--- src/rtl/onchip_memory2_bist_master.sv ---
// onchip_memory2_bist_master: Avalon-MM fill/check BIST master.
// Writes a seeded address pattern over the whole RAM, reads it back and counts mismatches.
module onchip_memory2_bist_master #(
    parameter int ADDR_W       = 16,
    parameter int DATA_W       = 8,
    parameter int READ_LATENCY = 1
) (
    input  logic              clk,
    input  logic              reset_n,
    input  logic              start,
    input  logic [DATA_W-1:0] seed,
    output logic [ADDR_W-1:0] address,
    output logic              chipselect,
    output logic              write,
    output logic [DATA_W-1:0] writedata,
    output logic              clken,
    input  logic [DATA_W-1:0] readdata,
    output logic              busy,
    output logic              done,
    output logic              pass,
    output logic [15:0]       err_count,
    output logic [ADDR_W-1:0] first_err_addr
);

    typedef enum logic [2:0] {IDLE, WRITE, READ, DRAIN, DONE} state_e;

    localparam logic [ADDR_W-1:0] LAST_ADDR  = '1;
    localparam logic [2:0]        DRAIN_LAST = 3'(READ_LATENCY - 1);

    state_e                              state_q, state_d;
    logic [ADDR_W-1:0]                   addr_q, addr_d;
    logic [2:0]                          dcnt_q, dcnt_d;
    logic [DATA_W-1:0]                   seed_q, seed_d;
    logic                                go_q, go_d;
    logic [15:0]                         err_q, err_d;
    logic [ADDR_W-1:0]                   first_q, first_d;
    logic [READ_LATENCY-1:0]             vld_q, vld_d;
    logic [READ_LATENCY-1:0][ADDR_W-1:0] pa_q, pa_d;
    logic                                mismatch;
    logic                                bus_on;

    function automatic logic [DATA_W-1:0] pat(
        input logic [ADDR_W-1:0] a,
        input logic [DATA_W-1:0] s
    );
        logic [15:0] ax;
        ax = '0;
        ax[ADDR_W-1:0] = a;
        return ax[7:0] ^ ax[15:8] ^ s;
    endfunction

    // Read address rides alongside the slave latency so the compare sees its own address
    always_comb begin
        vld_d    = '0;
        pa_d     = '0;
        vld_d[0] = (state_q == READ);
        pa_d[0]  = addr_q;
        for (int i = 1; i < READ_LATENCY; i++) begin
            vld_d[i] = vld_q[i-1];
            pa_d[i]  = pa_q[i-1];
        end
    end

    assign mismatch = vld_q[READ_LATENCY-1] &&
                      (readdata != pat(pa_q[READ_LATENCY-1], seed_q));

    always_comb begin
        state_d = state_q;
        addr_d  = addr_q;
        dcnt_d  = dcnt_q;
        seed_d  = seed_q;
        go_d    = 1'b0;
        err_d   = err_q;
        first_d = first_q;
        if (mismatch) begin
            if (err_q != 16'hFFFF) err_d = err_q + 16'd1;
            if (err_q == 16'd0) first_d = pa_q[READ_LATENCY-1];
        end
        case (state_q)
            IDLE, DONE: begin
                if (go_q) begin
                    state_d = WRITE;
                    addr_d  = '0;
                end else if (start) begin
                    state_d = IDLE;
                    seed_d  = seed;
                    err_d   = '0;
                    first_d = '0;
                    go_d    = 1'b1;
                end
            end
            WRITE: begin
                addr_d = addr_q + 1'b1;
                if (addr_q == LAST_ADDR) state_d = READ;
            end
            READ: begin
                addr_d = addr_q + 1'b1;
                if (addr_q == LAST_ADDR) begin
                    state_d = DRAIN;
                    dcnt_d  = '0;
                end
            end
            DRAIN: begin
                dcnt_d = dcnt_q + 3'd1;
                if (dcnt_q == DRAIN_LAST) state_d = DONE;
            end
            default: state_d = IDLE;
        endcase
    end

    always_ff @(posedge clk or negedge reset_n) begin
        if (!reset_n) begin
            state_q <= IDLE;
            addr_q  <= '0;
            dcnt_q  <= '0;
            seed_q  <= '0;
            go_q    <= 1'b0;
            err_q   <= '0;
            first_q <= '0;
            vld_q   <= '0;
            pa_q    <= '0;
        end else begin
            state_q <= state_d;
            addr_q  <= addr_d;
            dcnt_q  <= dcnt_d;
            seed_q  <= seed_d;
            go_q    <= go_d;
            err_q   <= err_d;
            first_q <= first_d;
            vld_q   <= vld_d;
            pa_q    <= pa_d;
        end
    end

    assign bus_on         = (state_q == WRITE) || (state_q == READ);
    assign chipselect     = bus_on;
    assign write          = (state_q == WRITE);
    assign address        = bus_on ? addr_q : '0;
    assign writedata      = write ? pat(addr_q, seed_q) : '0;
    assign busy           = bus_on || (state_q == DRAIN);
    assign clken          = busy;
    assign done           = (state_q == DONE);
    assign pass           = done && (err_q == 16'd0);
    assign err_count      = err_q;
    assign first_err_addr = first_q;

endmodule
--- config.mk ---
export PLATFORM = sky130hd
export DESIGN_NAME = onchip_memory2_bist_master
export DESIGN_NICKNAME = d
export VERILOG_FILES = /design/src/rtl/onchip_memory2_bist_master.sv
export SDC_FILE = /design/constraint.sdc
export NUM_CORES = 1
export LEC_CHECK = 0
export ABC_AREA = 1
export BUFFER_PORTS_ARGS = -buffer_cell sky130_fd_sc_hd__buf_2
export CAP_MARGIN = 10
export CORE_UTILIZATION = 51
export CTS_BUF_LIST = sky130_fd_sc_hd__clkbuf_16
export DETAILED_ROUTE_END_ITERATION = 6
export PLACE_DENSITY = 0.77
export SYNTH_ARGS = -nofsm -noshare
export SYNTH_HDL_FRONTEND = slang
export SYNTH_SLANG_ARGS = --single-unit
export TNS_END_PERCENT = 100
--- constraint.sdc ---
create_clock -name clk -period 1.6 [get_ports clk]
set_input_delay 0.32 -clock clk [delete_from_list [all_inputs] [get_ports clk]]
set_output_delay 0.32 -clock clk [all_outputs]
set_load 0.02 [all_outputs]
== Yosys cells after proc, flatten, opt, wreduce, memory -nomap -nowiden ==
Cells that the tools add are included.

* Reduce and logical (&&, ||, !) cells: 15
* Mux-type cells: 25
* Add/sub/neg operators: 3
* Bitwise operators: 5
* Equality and inequality tests: 12

{| class="wikitable"
|+ Operators by type and width
! kind !! count
|-
| $mux W16 || 12
|-
| $add A16 B1 Y16 const B || 2
|-
| $pmux W16 S2 || 1
|-
| $xor A8 B8 Y8 || 4
|-
| $mux W3 || 6
|-
| $eq A16 B16 Y1 const B || 1
|-
| $logic_not A16 Y1 || 1
|-
| $ne A16 B16 Y1 const B || 1
|-
| $pmux W3 S4 || 1
|-
| $mux W8 || 1
|-
| $ne A8 B8 Y1 || 1
|-
| $eq A3 B2 Y1 const B || 2
|-
| $logic_not A3 Y1 || 2
|-
| $pmux W3 S2 || 1
|-
| $ne A2 B1 Y1 const B || 2
|-
| $ne A2 B2 Y1 const B || 2
|-
| $reduce_and A2 Y1 || 2
|-
| $reduce_and A4 Y1 || 1
|-
| $reduce_bool A2 Y1 || 2
|-
| $reduce_or A2 Y1 || 2
|-
| $add A3 B1 Y3 const B || 1
|-
| $eq A3 B1 Y1 const B || 1
|-
| $eq A3 B3 Y1 const B || 1
|-
| $mux W1 || 3
|-
| other kinds (5) || 7
|}

* Word-level logic and storage cells: 69
* Register bits: 80
* Output and inout port bits: 62
* Bits of input ports: 19

== Longest topological paths before layout ==
Gate-level depths: netlist (run 1).

* Depth in word-level cells: 8
* Depth in mapped cells: 14
* Gate-level depth less buffers: 13

== Worst setup path before layout (run 1) ==
OpenSTA, ideal clock, no wires.

* Path kind: register to output
* Start: reg err_q[0] (netlist: err_count[0])
* End: out pass
* Buffers on the path: 0
* Setup slack: -164 ps
* Required time: 1280 ps
* Stages on the path, launching flop included: 6
* Arrival: 1444 ps
* Cell sequence: dfrtp_1 inv_1 ha_1 nand2_1 nor4_2 and2_1

* Word-level cells in the longest chain between the ends: 2

{| class="wikitable"
|+ Ends and longest elaborated chain
! item !! RTL line !! text
|-
| start, declared || 35 || <nowiki>logic [15:0] err_q, err_d;</nowiki>
|-
| start signal, assigned || 128 || <nowiki>err_q <= err_d;</nowiki>
|-
| $logic_not A16 Y1 || 143 || <nowiki>assign pass = done && (err_q == 16'd0);</nowiki>
|-
| $logic_and A1 B1 Y1 || 143 ||
|-
| end, declared || 20 || <nowiki>output logic pass,</nowiki>
|}

Every way passes these cells.

== Final worst setup path (run 1) ==
* Start: reg state_q[1]
* End: reg addr_q[14]

* Word-level cells in the longest chain between the ends: 4
* Elaborated cells on any way between the ends: 10
* Those cells by class: eq/ne: 4; mux: 1; reduce/logical: 5

{| class="wikitable"
|+ Ends and longest elaborated chain
! item !! RTL line !! text
|-
| start, declared || 30 || <nowiki>state_e state_q, state_d;</nowiki>
|-
| start signal, assigned || 123 || <nowiki>state_q <= state_d;</nowiki>
|-
| $eq A3 B3 Y1 (tied with other cells) || 79 || <nowiki>case (state_q)</nowiki>
|-
| $reduce_or A2 Y1, on equally long branches || -- ||
|-
| $ne A2 B2 Y1 (no line) / $reduce_bool A2 Y1 (equally long branches) || -- ||
|-
| $reduce_and A2 Y1 (no line) || -- ||
|-
| end signal, assigned || 124 || <nowiki>addr_q <= addr_d;</nowiki>
|-
| end, declared || 31 || <nowiki>logic [ADDR_W-1:0] addr_q, addr_d;</nowiki>
|}

Several ways; a longest one is shown, not always the timed one.
A chain may end at the register's enable or synchronous reset.

==> run summary, run 1 <==
Status = finished, violations left
Failing checks = setup timing
RSZ-0062 raised after global routing = yes
Post-synth EDFFs = 0
Die footprint = 9360 um^2
Syn Area/Cell = 7.32 um^2
Drt wl/cell = 22.6 um
Hpwl dp = 8900 um
DR iter-0 viols = 654
Slew @ Worst Pin = 0.664 ns
Final Cycle Share = 129%
Cells after DPL = 873
CTS Buffer Depth = 2
Vias per inst = 6.10
Initial Util = 52.5%
Distinct cell type count after synthesis = 36
Critical path endpoint category = flip-flop
Die Span Y = 96.7 um
First-pass iteration count of the detailed router = 5
Final setup fails = 81
Final Hold Vio Count = 0
Core Region = 8720 um^2
CP Launch Type = flip-flop
Die Span X = 96.7 um
Final wirelength = 21000 um
CTS buffer count = 9
Initial antenna violation count = 0
Worst Skew = 0.00761 ns
H-tree depth reported by CTS = 3
FP Rows = 34
Skew-Pair Late Insertion Delay = 0.35 ns
WHS Endpoint = seed_q[5]
Fmax = 0.486 GHz
Share of layout cells above drive strength 1 = 51.9%
Reg2reg path depth = 13
Via count of the routed design = 5677
Drc violations = 0
Post-synth top area share = 43.7%
Worst Hold Launch = seed[5]
Yosys warns = 0
HP Class = input pin to flip-flop
Total grt overflow = 0
Vias in the first global route = 5050
Largest net degree at the start of global routing = 44
CTS tree = built
Final WS setup = -0.457 ns
Finished Layout Cells = 931
Synth top area cells = dfrtp_1 (44%), nand2_1 (13%), inv_1 (8.7%)
Area leader, netlist = dfrtp_1
Total negative slack = -21.99 ns
Min-Delay Path Depth = 3
Max Slew Vio Count = 0
Final worst path period need = 2.06 ns
N_diodes = 0
Register area share after synthesis = 43.7%
Max IR drop VDD = 1.64 mV
Synth Cell Area = 4580 um^2
Post-Syn Instances = 625
Type of the worst setup path = flip-flop to flip-flop
Register bit total from synthesis = 80
Synth Flop Type = dfrtp_1
Clock-pin slew on the worst setup and hold paths = 0.07 ns
Root Driver = clkbuf_16
Syn_nets = 649
GPL Wtd Cong = 0.896
Hold WS = 0.196 ns
Fin nets = 842
Reg-to-reg setup timing slack = -0.46 ns
Final instance area = 7660 um^2
Area delta synth->final = 67.4%
I/O pin count = 81
Crit path max fanout = 4
PortBufs = 80
First-pass GRT wire length = 24300 um
Synth async-reset ratio = 100%
Static leakage = 0.00390 uW
FF-to-FF End = addr_q[14]
Max Cap Violations = 0
Commonest non-fill, non-tap cell in the layout = nand2_1
PD cells = 1830 nW/um^2
Gr usage total = 32.7%
Fillers = 345
Commonest cells after routing, fill and taps aside = nand2_1 (107), buf_4 (91), inv_1 (86)
RR Startpoint = state_q[1]
DP Area = 5720 um^2
Post-DRT Antenna Nets = 0
Crit path arrival time = 2.28 ns
Rel. slew slack = 55.7%
Critical path launch point = state_q[1]
Sinks on Clock Net = 80
WP data required = 1.83 ns
==> where the power goes <==
group | leakage [uW] | internal (uW) | switching (uW)
clock | 0.000162 | 1390 | 966
combinational | 0.00270 | 3580 | 5010
sequential | 0.00104 | 2530 | 561
==> routing by layer <==
| metal | part of all wire, % | global-route usage, % |
|---|---|---|
| met1 | 34 | 39.2 |
| met3 | 10 | 5.27 |
| met4 | 8.5 | 17.0 |
| met2 | 48 | 56.4 |
| met5 | 0 | 0 |
==> stage by stage <==
step	total power, uW	utilization (%)	worst slack, ns
2_1_floorplan	5870	-	-0.0295
3_3_place_gp	7800	65.6	-0.0327
3_5_place_dp	7990	65.6	-0.0967
4_1_cts	11900	79.9	-0.347
5_1_grt	14500	87.8	-0.513
6_report	14000	87.8	-0.457
==> how the worst max path moves through the flow <==
stage                              to  cells after the start  slack, ns
floorplan                 address[10]                      6      -0.03
global placement         err_count[4]                     14      -0.03
detailed placement  first_err_addr[7]                      8       -0.1
CTS                              pass                      6      -0.35
global route             writedata[5]                      7      -0.51
finish                     addr_q[14]                     13      -0.46
==> registers in the layout, summed over array words and instances, names as in the netlist <==
register / count
go_q: 1
err_count: 16
dcnt_q: 3
first_err_addr: 16
state_q: 3
pa_q: 16
addr_q: 16
vld_q: 1
seed_q: 8
==> critical path: stages (launching register included) <==
cell      delay [ns]
dfrtp_1         0.43
inv_2           0.10
nand3_4         0.09
buf_6           0.14
nand2_8         0.07
clkinv_8        0.08
buf_8           0.13
nand2_8         0.08
buf_12          0.11
nand2_8         0.07
nor2_4          0.18
inv_2           0.09
nor3_1          0.23
nor2_1          0.11
==> timing repair <==
action                                  in CTS  in global routing
hold buffers                                 1                  0
buffers inserted                            24                 16
cloned                                       5                  1
pin swaps                                   42                 43
endpoints found under the setup margin      65                 81
hold endpoints to repair                    22                  0
resized for setup                          207                164
==> cells in the mapped netlist (all sizes together), types with 2 or more instances <==
cell	instances
nand2	167
inv	109
nor2	106
dfrtp	80
o21ai	43
a21oi	19
xnor2	16
nand3	15
nor3	15
nand4	14
xor2	14
buf	11
ha	5
clkbuf	2
nand3b	2
o22ai	2
==> layout make-up <==
cell class | count | area [um^2] | share of cell area [%]
Clock buffer | 9 | 225 | 2.94
Clock inverter | 7 | 103 | 1.34
Inverter | 109 | 434 | 5.67
Multi-Input combinational cell | 423 | 3030 | 39.5
Sequential cell | 80 | 2020 | 26.4
Tap cell | 108 | 135 | 1.76
Timing Repair Buffer | 195 | 1720 | 22.4
==> logic make-up after synthesis <==
logic type	after synthesis	synth area share [%]
compound gates	66	7.44
xor+xnor	30	5.74
fa+ha+maj	5	1.37
buf+inv	122	11.0
flops	80	43.7
simple gates	322	30.7
Power figures use the tool's default switching activity.
==> run 2: changes to the inputs <==
--- a/config.mk
+++ b/config.mk
@@ -5,13 +5,13 @@
 export SDC_FILE = /design/constraint.sdc
 export NUM_CORES = 1
 export LEC_CHECK = 0
-export ABC_AREA = 1
 export BUFFER_PORTS_ARGS = -buffer_cell sky130_fd_sc_hd__buf_2
 export CAP_MARGIN = 10
-export CORE_UTILIZATION = 51
+export CORE_UTILIZATION = 50
 export CTS_BUF_LIST = sky130_fd_sc_hd__clkbuf_16
+export CTS_CLUSTER_SIZE = 14
 export DETAILED_ROUTE_END_ITERATION = 6
-export PLACE_DENSITY = 0.77
+export PLACE_DENSITY = 0.75
 export SYNTH_ARGS = -nofsm -noshare
 export SYNTH_HDL_FRONTEND = slang
 export SYNTH_SLANG_ARGS = --single-unit
==> run 2 against run 1 <==
Effect of this change:
- the flow still finishes with violations (setup timing)
- non-clock buffer count is 4 lower
- critical endpoint is now first_err_addr[3]
- register-to-register slack worse by 0.12 ns
- first-iteration DRC count down 29%
- area after synthesis down 10%
- critical path type unchanged
- fmax fell by 5.5%
- largest power group unchanged
- combinational power is 43% lower
- worst hold slack got worse by 0.022 ns
==> run summary, run 2 <==
Status = finished, violations left
Failing checks = setup timing
Root Driver = clkbuf_16
Worst Hold Launch = seed[1]
Synth Flop Type = dfrtp_1
DP Area = 5250 um^2 (-8.1%)
Post-synth EDFFs = 0 (unchanged)
DR iter-0 viols = 464 (-29%)
Critical path endpoint category = flip-flop
Final setup fails = 80 (-1.2%)
Crit path max fanout = 8 (+4)
RSZ-0062 raised after global routing = yes
GR peak layer = met2
Final worst path period need = 2.18 ns (+0.119 ns)
Die Span Y = 92.5 um (-4.3%)
Initial antenna violation count = 0 (unchanged)
Gr usage total = 35.4% (+2.8 points)
WP data required = 1.83 ns (about the same)
Commonest cells after routing, fill and taps aside = buf_4 (79), dfrtp_1 (72), buf_6 (57)
Synth top area cells = dfrtp_1 (49%), xnor2_1 (6.6%), xor2_1 (5.1%)
Syn Area/Cell = 10.0 um^2 (+37%)
Post-DRT Antenna Nets = 0 (unchanged)
Fmax = 0.459 GHz (-5.5%)
Max IR drop VDD = 1.33 mV (-19%)
Min-Delay Path Depth = 3 (unchanged)
PD cells = 1480 nW/um^2 (-19%)
GPL Wtd Cong = 0.901 (+0.55%)
Area leader, netlist = dfrtp_1
Synth Cell Area = 4100 um^2 (-10%)
Met1 GRT Util = 43.4% (+4.3 points)
CP Launch Type = flip-flop
HP Class = input pin to flip-flop
Slew @ Worst Pin = 0.492 ns (-0.172 ns)
Final wirelength = 17400 um (-17%)
CTS Buffer Depth = 2 (unchanged)
Static leakage = 0.00337 uW (-14%)
Sinks on Clock Net = 80 (unchanged)
First-pass iteration count of the detailed router = 5 (unchanged)
Final Hold Vio Count = 0 (unchanged)
Crit path arrival time = 2.40 ns (+0.12 ns)
Dominant cell by count in the synthesized netlist = dfrtp_1
Total power = 10000 uW (-29%)
I/O pin count = 81 (unchanged)
CTS tree = built
H-tree depth reported by CTS = 3 (unchanged)
CTS buffer count = 9 (unchanged)
Commonest cells post-synth = dfrtp_1 (80), nor2_1 (49), nand2_1 (38)
Critical path launch point = pa_q[7]
Skew-Pair Late Insertion Delay = 0.35 ns (about the same)
GR Layer Usage met2 = 59.8% (+3.4 points)
Initial Util = 52.5% (about the same)
Register bit total from synthesis = 80 (unchanged)
Vias per inst = 6.25 (+2.5%)
Distinct cell type count after synthesis = 50 (+39%)
RR Startpoint = pa_q[7]
Post-synth top area share = 48.9% (+5.1 points)
Core Region = 7810 um^2 (-10%)
Commonest non-fill, non-tap cell in the layout = buf_4
Via count of the routed design = 4368 (-23%)
First-pass GRT wire length = 22600 um (-6.8%)
Final WS setup = -0.576 ns (-0.119 ns)
Syn_nets = 432 (-33%)
Reg-to-reg setup timing slack = -0.58 ns (-0.12 ns)
Die footprint = 8560 um^2 (-8.5%)
Synth async-reset ratio = 100% (unchanged)
Die Span X = 92.5 um (-4.3%)
Drc violations = 0 (unchanged)
Fin nets = 618 (-27%)
FP Rows = 32 (-5.9%)
Area delta synth->final = 65.7%
Share of layout cells above drive strength 1 = 58.0% (+6.1 points)
Max Slew Vio Count = 0 (unchanged)
Register area share after synthesis = 48.9% (+5.1 points)
Worst Skew = 0.0111 ns (+0.00353 ns)
Yosys warns = 0 (unchanged)
Largest net degree at the start of global routing = 40 (-9.1%)
PortBufs = 80 (unchanged)
N_diodes = 0 (unchanged)
Final instance area = 6790 um^2 (-11%)
Rel. slew slack = 66.9% (+11 points)
Final Cycle Share = 136% (+7.5 points)
Vias in the first global route = 4143 (-18%)
Total grt overflow = 0 (unchanged)
Clock-pin slew on the worst setup and hold paths = 0.07 ns (about the same)
Drt wl/cell = 24.9 um (+10%)
Reg2reg path depth = 7 (-6)
Post-Syn Instances = 408 (-35%)
Met3 usage = 6.65% (+1.4 points)
Hpwl dp = 7930 um (-11%)
Type of the worst setup path = flip-flop to flip-flop
Max Cap Violations = 0 (unchanged)
==> run 2: cell types whose count changed in the layout (fill, tap and decap cells not counted), moves of 17 or more <==
| cell | change |
|---|---|
| nand2_1 | -76 |
| nor2_2 | -20 |
| inv_1 | -83 |
| nor2_1 | -18 |
| buf_6 | +18 |
| and2_4 | +17 |
| nand2_4 | -23 |
| nand2_2 | -25 |
| o21ai_2 | -19 |
==> run 2: layout make-up <==
class	count	area, um^2
Timing Repair Buffer	191	1590
Fill cell	330	1020
Tap cell	102	128
Inverter	9	33.8
Sequential cell	80	2010
Clock inverter	5	106
Multi-Input combinational cell	303	2700
Clock buffer	9	225
==> run 2: metrics by stage <==
| step | instances | worst slack [ns] | util [%] | TNS [ns] | hold slack (ns) |
|---|---|---|---|---|---|
| CTS | 689 | -0.375 | 80.8 | -16.31 | 0.174 |
| finish | 699 | -0.576 | 87.0 | -26.86 | 0.173 |
| global placement | 650 | -0.293 | 67.3 | -7.87 | 0.257 |
| global route | 699 | -0.650 | 87.0 | -30.34 | 0.188 |
| detailed placement | 650 | -0.416 | 67.3 | -10.50 | 0.254 |
| floorplan | 408 | -0.235 | - | -4.83 | 0.0244 |
==> run 2: critical path, cell delays in order, from the launching register on <==
cell,delay [ns]
dfrtp_1,0.42
xnor2_2,0.18
xnor2_1,0.27
nand4_2,0.26
o211ai_4,0.33
buf_12,0.20
mux2i_2,0.28
nor2_1,0.09
==> run 2: kinds of logic after synthesis <==
family	share of synthesized area, %
and+or+nand+nor	22.6
AOI/OAI and AO/OA	7.18
adders and majority gates	1.53
DFF	48.9
buffers and inverters	3.69
xor gates and xnor gates	11.8
muxes	4.43
==> run 2: routing by layer <==
layer | vias up | wire, um
li1 | 1772 | -
met3 | 117 | 1460
met5 | - | 0
met4 | 0 | 1170
met2 | 338 | 8380
met1 | 2141 | 6390
==> run 2: path summary, 6_finish.rpt <==
path | end
setup / recovery | first_err_addr[3]
hold / removal | seed_q[1]
setup reg to reg | first_err_addr[3]
hold reg to reg | dcnt_q[1]
max in group asynchronous | err_count[9]
min in group asynchronous | addr_q[6]
==> run 2: power breakdown <==
| group | switching (uW) | internal, uW | leakage, uW |
|---|---|---|---|
| Clock | 882 | 1510 | 0.000158 |
| Sequential | 433 | 2300 | 0.00107 |
| Combinational | 2510 | 2390 | 0.00214 |
| Total | 3820 | 6210 | 0.00337 |
==> run 2: repair_timing <==
action / in CTS / in global routing
hold endpoints to repair: 24 / 0
endpoints found under the setup margin: 71 / 87
gates resized for setup: 147 / 93
setup buffers: 21 / 12
pin swaps: 35 / 58
hold buffers: 1 / 0
cloned: 5 / 2
==> run 3: changes to the inputs <==
--- a/config.mk
+++ b/config.mk
@@ -7,11 +7,11 @@
 export LEC_CHECK = 0
 export BUFFER_PORTS_ARGS = -buffer_cell sky130_fd_sc_hd__buf_2
 export CAP_MARGIN = 10
-export CORE_UTILIZATION = 50
+export CORE_UTILIZATION = 55
 export CTS_BUF_LIST = sky130_fd_sc_hd__clkbuf_16
 export CTS_CLUSTER_SIZE = 14
 export DETAILED_ROUTE_END_ITERATION = 6
-export PLACE_DENSITY = 0.75
+export PLACE_DENSITY = 0.79
 export SYNTH_ARGS = -nofsm -noshare
 export SYNTH_HDL_FRONTEND = slang
 export SYNTH_SLANG_ARGS = --single-unit
==> constraint.sdc (replaced) <==
create_clock -name clk -period 2.5 [get_ports clk]
set_input_delay 0.5 -clock clk [delete_from_list [all_inputs] [get_ports clk]]
set_output_delay 0.5 -clock clk [all_outputs]
set_load 0.02 [all_outputs]
==> run 3 against run 2 <==
Effect of this change:
- cell area fell by 29%
- first-iteration DRC count fell by 50%
- sequential share of layout area rose by 12 points
- sequential cell count did not move
- critical path depth fell by 1
- die area fell by 8.9%
- power fell by 57%
- final cell count fell by 16%
- largest cell class is now sequential cells
- worst setup slack improved by 0.69 ns
- the flow now finishes without violations
==> run summary, run 3 (synthesis results as in run 2) <==
Status = complete, no violations
GPL Wtd Cong = 0.903 (+0.28%)
RR Startpoint = err_count[0]
Critical path launch point = err_count[0]
CTS Buffer Depth = 2 (unchanged)
Die Span X = 88.3 um (-4.6%)
Fmax = 0.418 GHz
Final setup fails = 0 (-100%)
Max IR drop VDD = 0.678 mV (-49%)
Critical path endpoint category = primary output
Gr usage total = 27.2% (-8.2 points)
Share of layout cells above drive strength 1 = 23.2% (-35 points)
Die footprint = 7800 um^2 (-8.9%)
CTS tree = built
Max Cap Violations = 0 (unchanged)
CP Launch Type = flip-flop
FP Rows = 31 (-3.1%)
Skew-Pair Late Insertion Delay = 0.33 ns (-0.02 ns)
Flop pwr share = 40.1% (+13 points)
WP data required = 2.00 ns (+0.17 ns)
CTS buffer count = 9 (unchanged)
Crit path arrival time = 1.89 ns (-0.51 ns)
Die Span Y = 88.3 um (-4.6%)
Largest net degree at the start of global routing = 45 (+13%)
Drc violations = 0 (unchanged)
Clock-pin slew on the worst setup and hold paths = 0.06 ns (about the same)
Cells after DPL = 576 (-11%)
First-pass GRT wire length = 15800 um (-30%)
Slowest cell delay on critical path = 0.43 ns (about the same)
Total grt overflow = 0 (unchanged)
Max Slew Vio Count = 0 (unchanged)
Hold-fix buffers, CTS = 0 (-1)
Sw frac = 37.0% (-1.1 points)
DR iter-0 viols = 233 (-50%)
Setup bufs post-CTS = 0 (-100%)
Commonest cells after routing, fill and taps aside = dfrtp_1 (79), buf_2 (79), nor2_1 (49)
Root Driver = clkbuf_16
PortBufs = 80 (unchanged)
Core Region = 7210 um^2 (-7.6%)
Final Cycle Share = 95.6%
Vias in the first global route = 3215 (-22%)
N_diodes = 0 (unchanged)
Initial antenna violation count = 0 (unchanged)
Clock Power Share = 26.1% (+2.2 points)
Initial Util = 56.8% (+4.3 points)
Hpwl dp = 6640 um (-16%)
Via count of the routed design = 3344 (-23%)
Drt wl/cell = 16.5 um (-34%)
Finished Layout Cells = 590 (-16%)
PD cells = 884 nW/um^2 (-40%)
Area delta synth->final = 18.2%
First-pass iteration count of the detailed router = 5 (unchanged)
Crit path max fanout = 6 (-2)
Total negative slack = 0 ns (+26.86 ns)
Rel. slew slack = 63.6% (-3.3 points)
Fin nets = 512 (-17%)
Type of the worst setup path = flip-flop to primary output
Cells along the critical path = inv_1, ha_1, nor4b_1, and4_1, and3_1, buf_2
Static leakage = 0.00258 uW (-23%)
Post-DRT Antenna Nets = 0 (unchanged)
P_int = 2700 uW (-57%)
RSZ-0062 raised after global routing = no
Final wirelength = 9710 um (-44%)
NetSw = 1590 uW (-59%)
I/O pin count = 81 (unchanged)
DP Area = 4600 um^2 (-12%)
Slowest CP cell = dfrtp_1
Vias per inst = 5.67 (-9.3%)
Slew @ Worst Pin = 0.546 ns (+0.0542 ns)
Part of the power in combinational logic = 33.9% (-15 points)
HP Class = input pin to async pin
Final worst path period need = 2.39 ns
Worst Skew = 0.00725 ns (-0.00389 ns)
Final instance area = 4840 um^2 (-29%)
Sinks on Clock Net = 80 (unchanged)
Final Hold Vio Count = 0 (unchanged)
H-tree depth reported by CTS = 3 (unchanged)
-- run 3: layout make-up --
cell class                 count  area (um^2)
fill                         609         2370
sequential                    80         2000
multi-input combinational    299         1940
timing repair buffer          89          495
clock buffer                   9          225
tap                           99          124
inverter                       9         33.8
clock inverter                 5         18.8
-- run 3: through the flow --
stage / hold WS, ns / utilization, % / total power [uW] / worst slack [ns]
finish: 0.132 / 67.2 / 4280 / 0.109
floorplan: 0.204 / - / 2770 / 0.396
detailed placement: 0.470 / 63.8 / 3180 / 0.366
global placement: 0.449 / 63.8 / 3140 / 0.447
CTS: 0.161 / 67.1 / 4300 / 0.112
global route: 0.173 / 67.2 / 4520 / 0.0424
-- run 3: path summary, 6_finish.rpt --
kind,end,slack (ns),cells past startpoint
worst max register to register,err_count[5],0.27,7
worst min-delay path,err_count[10],0.13,1
worst min register to register,state_q[2],0.47,1
worst max-delay path,pass,0.11,6
max in group asynchronous,state_q[0],1.74,2
min in group clk,seed_q[1],0.36,3
-- run 3: power by group through the flow --
stage,sequential (uW),combinational (uW),clock [uW]
3_5_place_dp,1730,1450,0
4_1_cts,1710,1460,1130
6_report,1720,1450,1120
3_3_place_gp,1720,1420,0
5_1_grt,1740,1600,1190
2_1_floorplan,1640,1130,0
-- run 3: what timing repair did --
action / in CTS / in global routing
hold endpoints to repair: 0 / 0
endpoints found under the setup margin: 0 / 1
gates resized for setup: 0 / 1
-- run 3: per-layer routing --
layer / GRT usage [%] / vias to the layer above / routed length, um
met5: 0 / - / 0
met1: 37.4 / 1652 / 4120
met2: 43.1 / 128 / 4830
li1: - / 1552 / -
met3: 4.66 / 12 / 612
met4: 11.0 / 0 / 145
-- run 3: worst max-delay path, delay by kind of cell, from the launching register on --
| family | cells | cell delay [ns] |
|---|---|---|
| and+or+nand+nor | 3 | 0.72 |
| DFF | 1 | 0.43 |
| buffers and inverters | 2 | 0.24 |
| adders and majority gates | 1 | 0.16 |
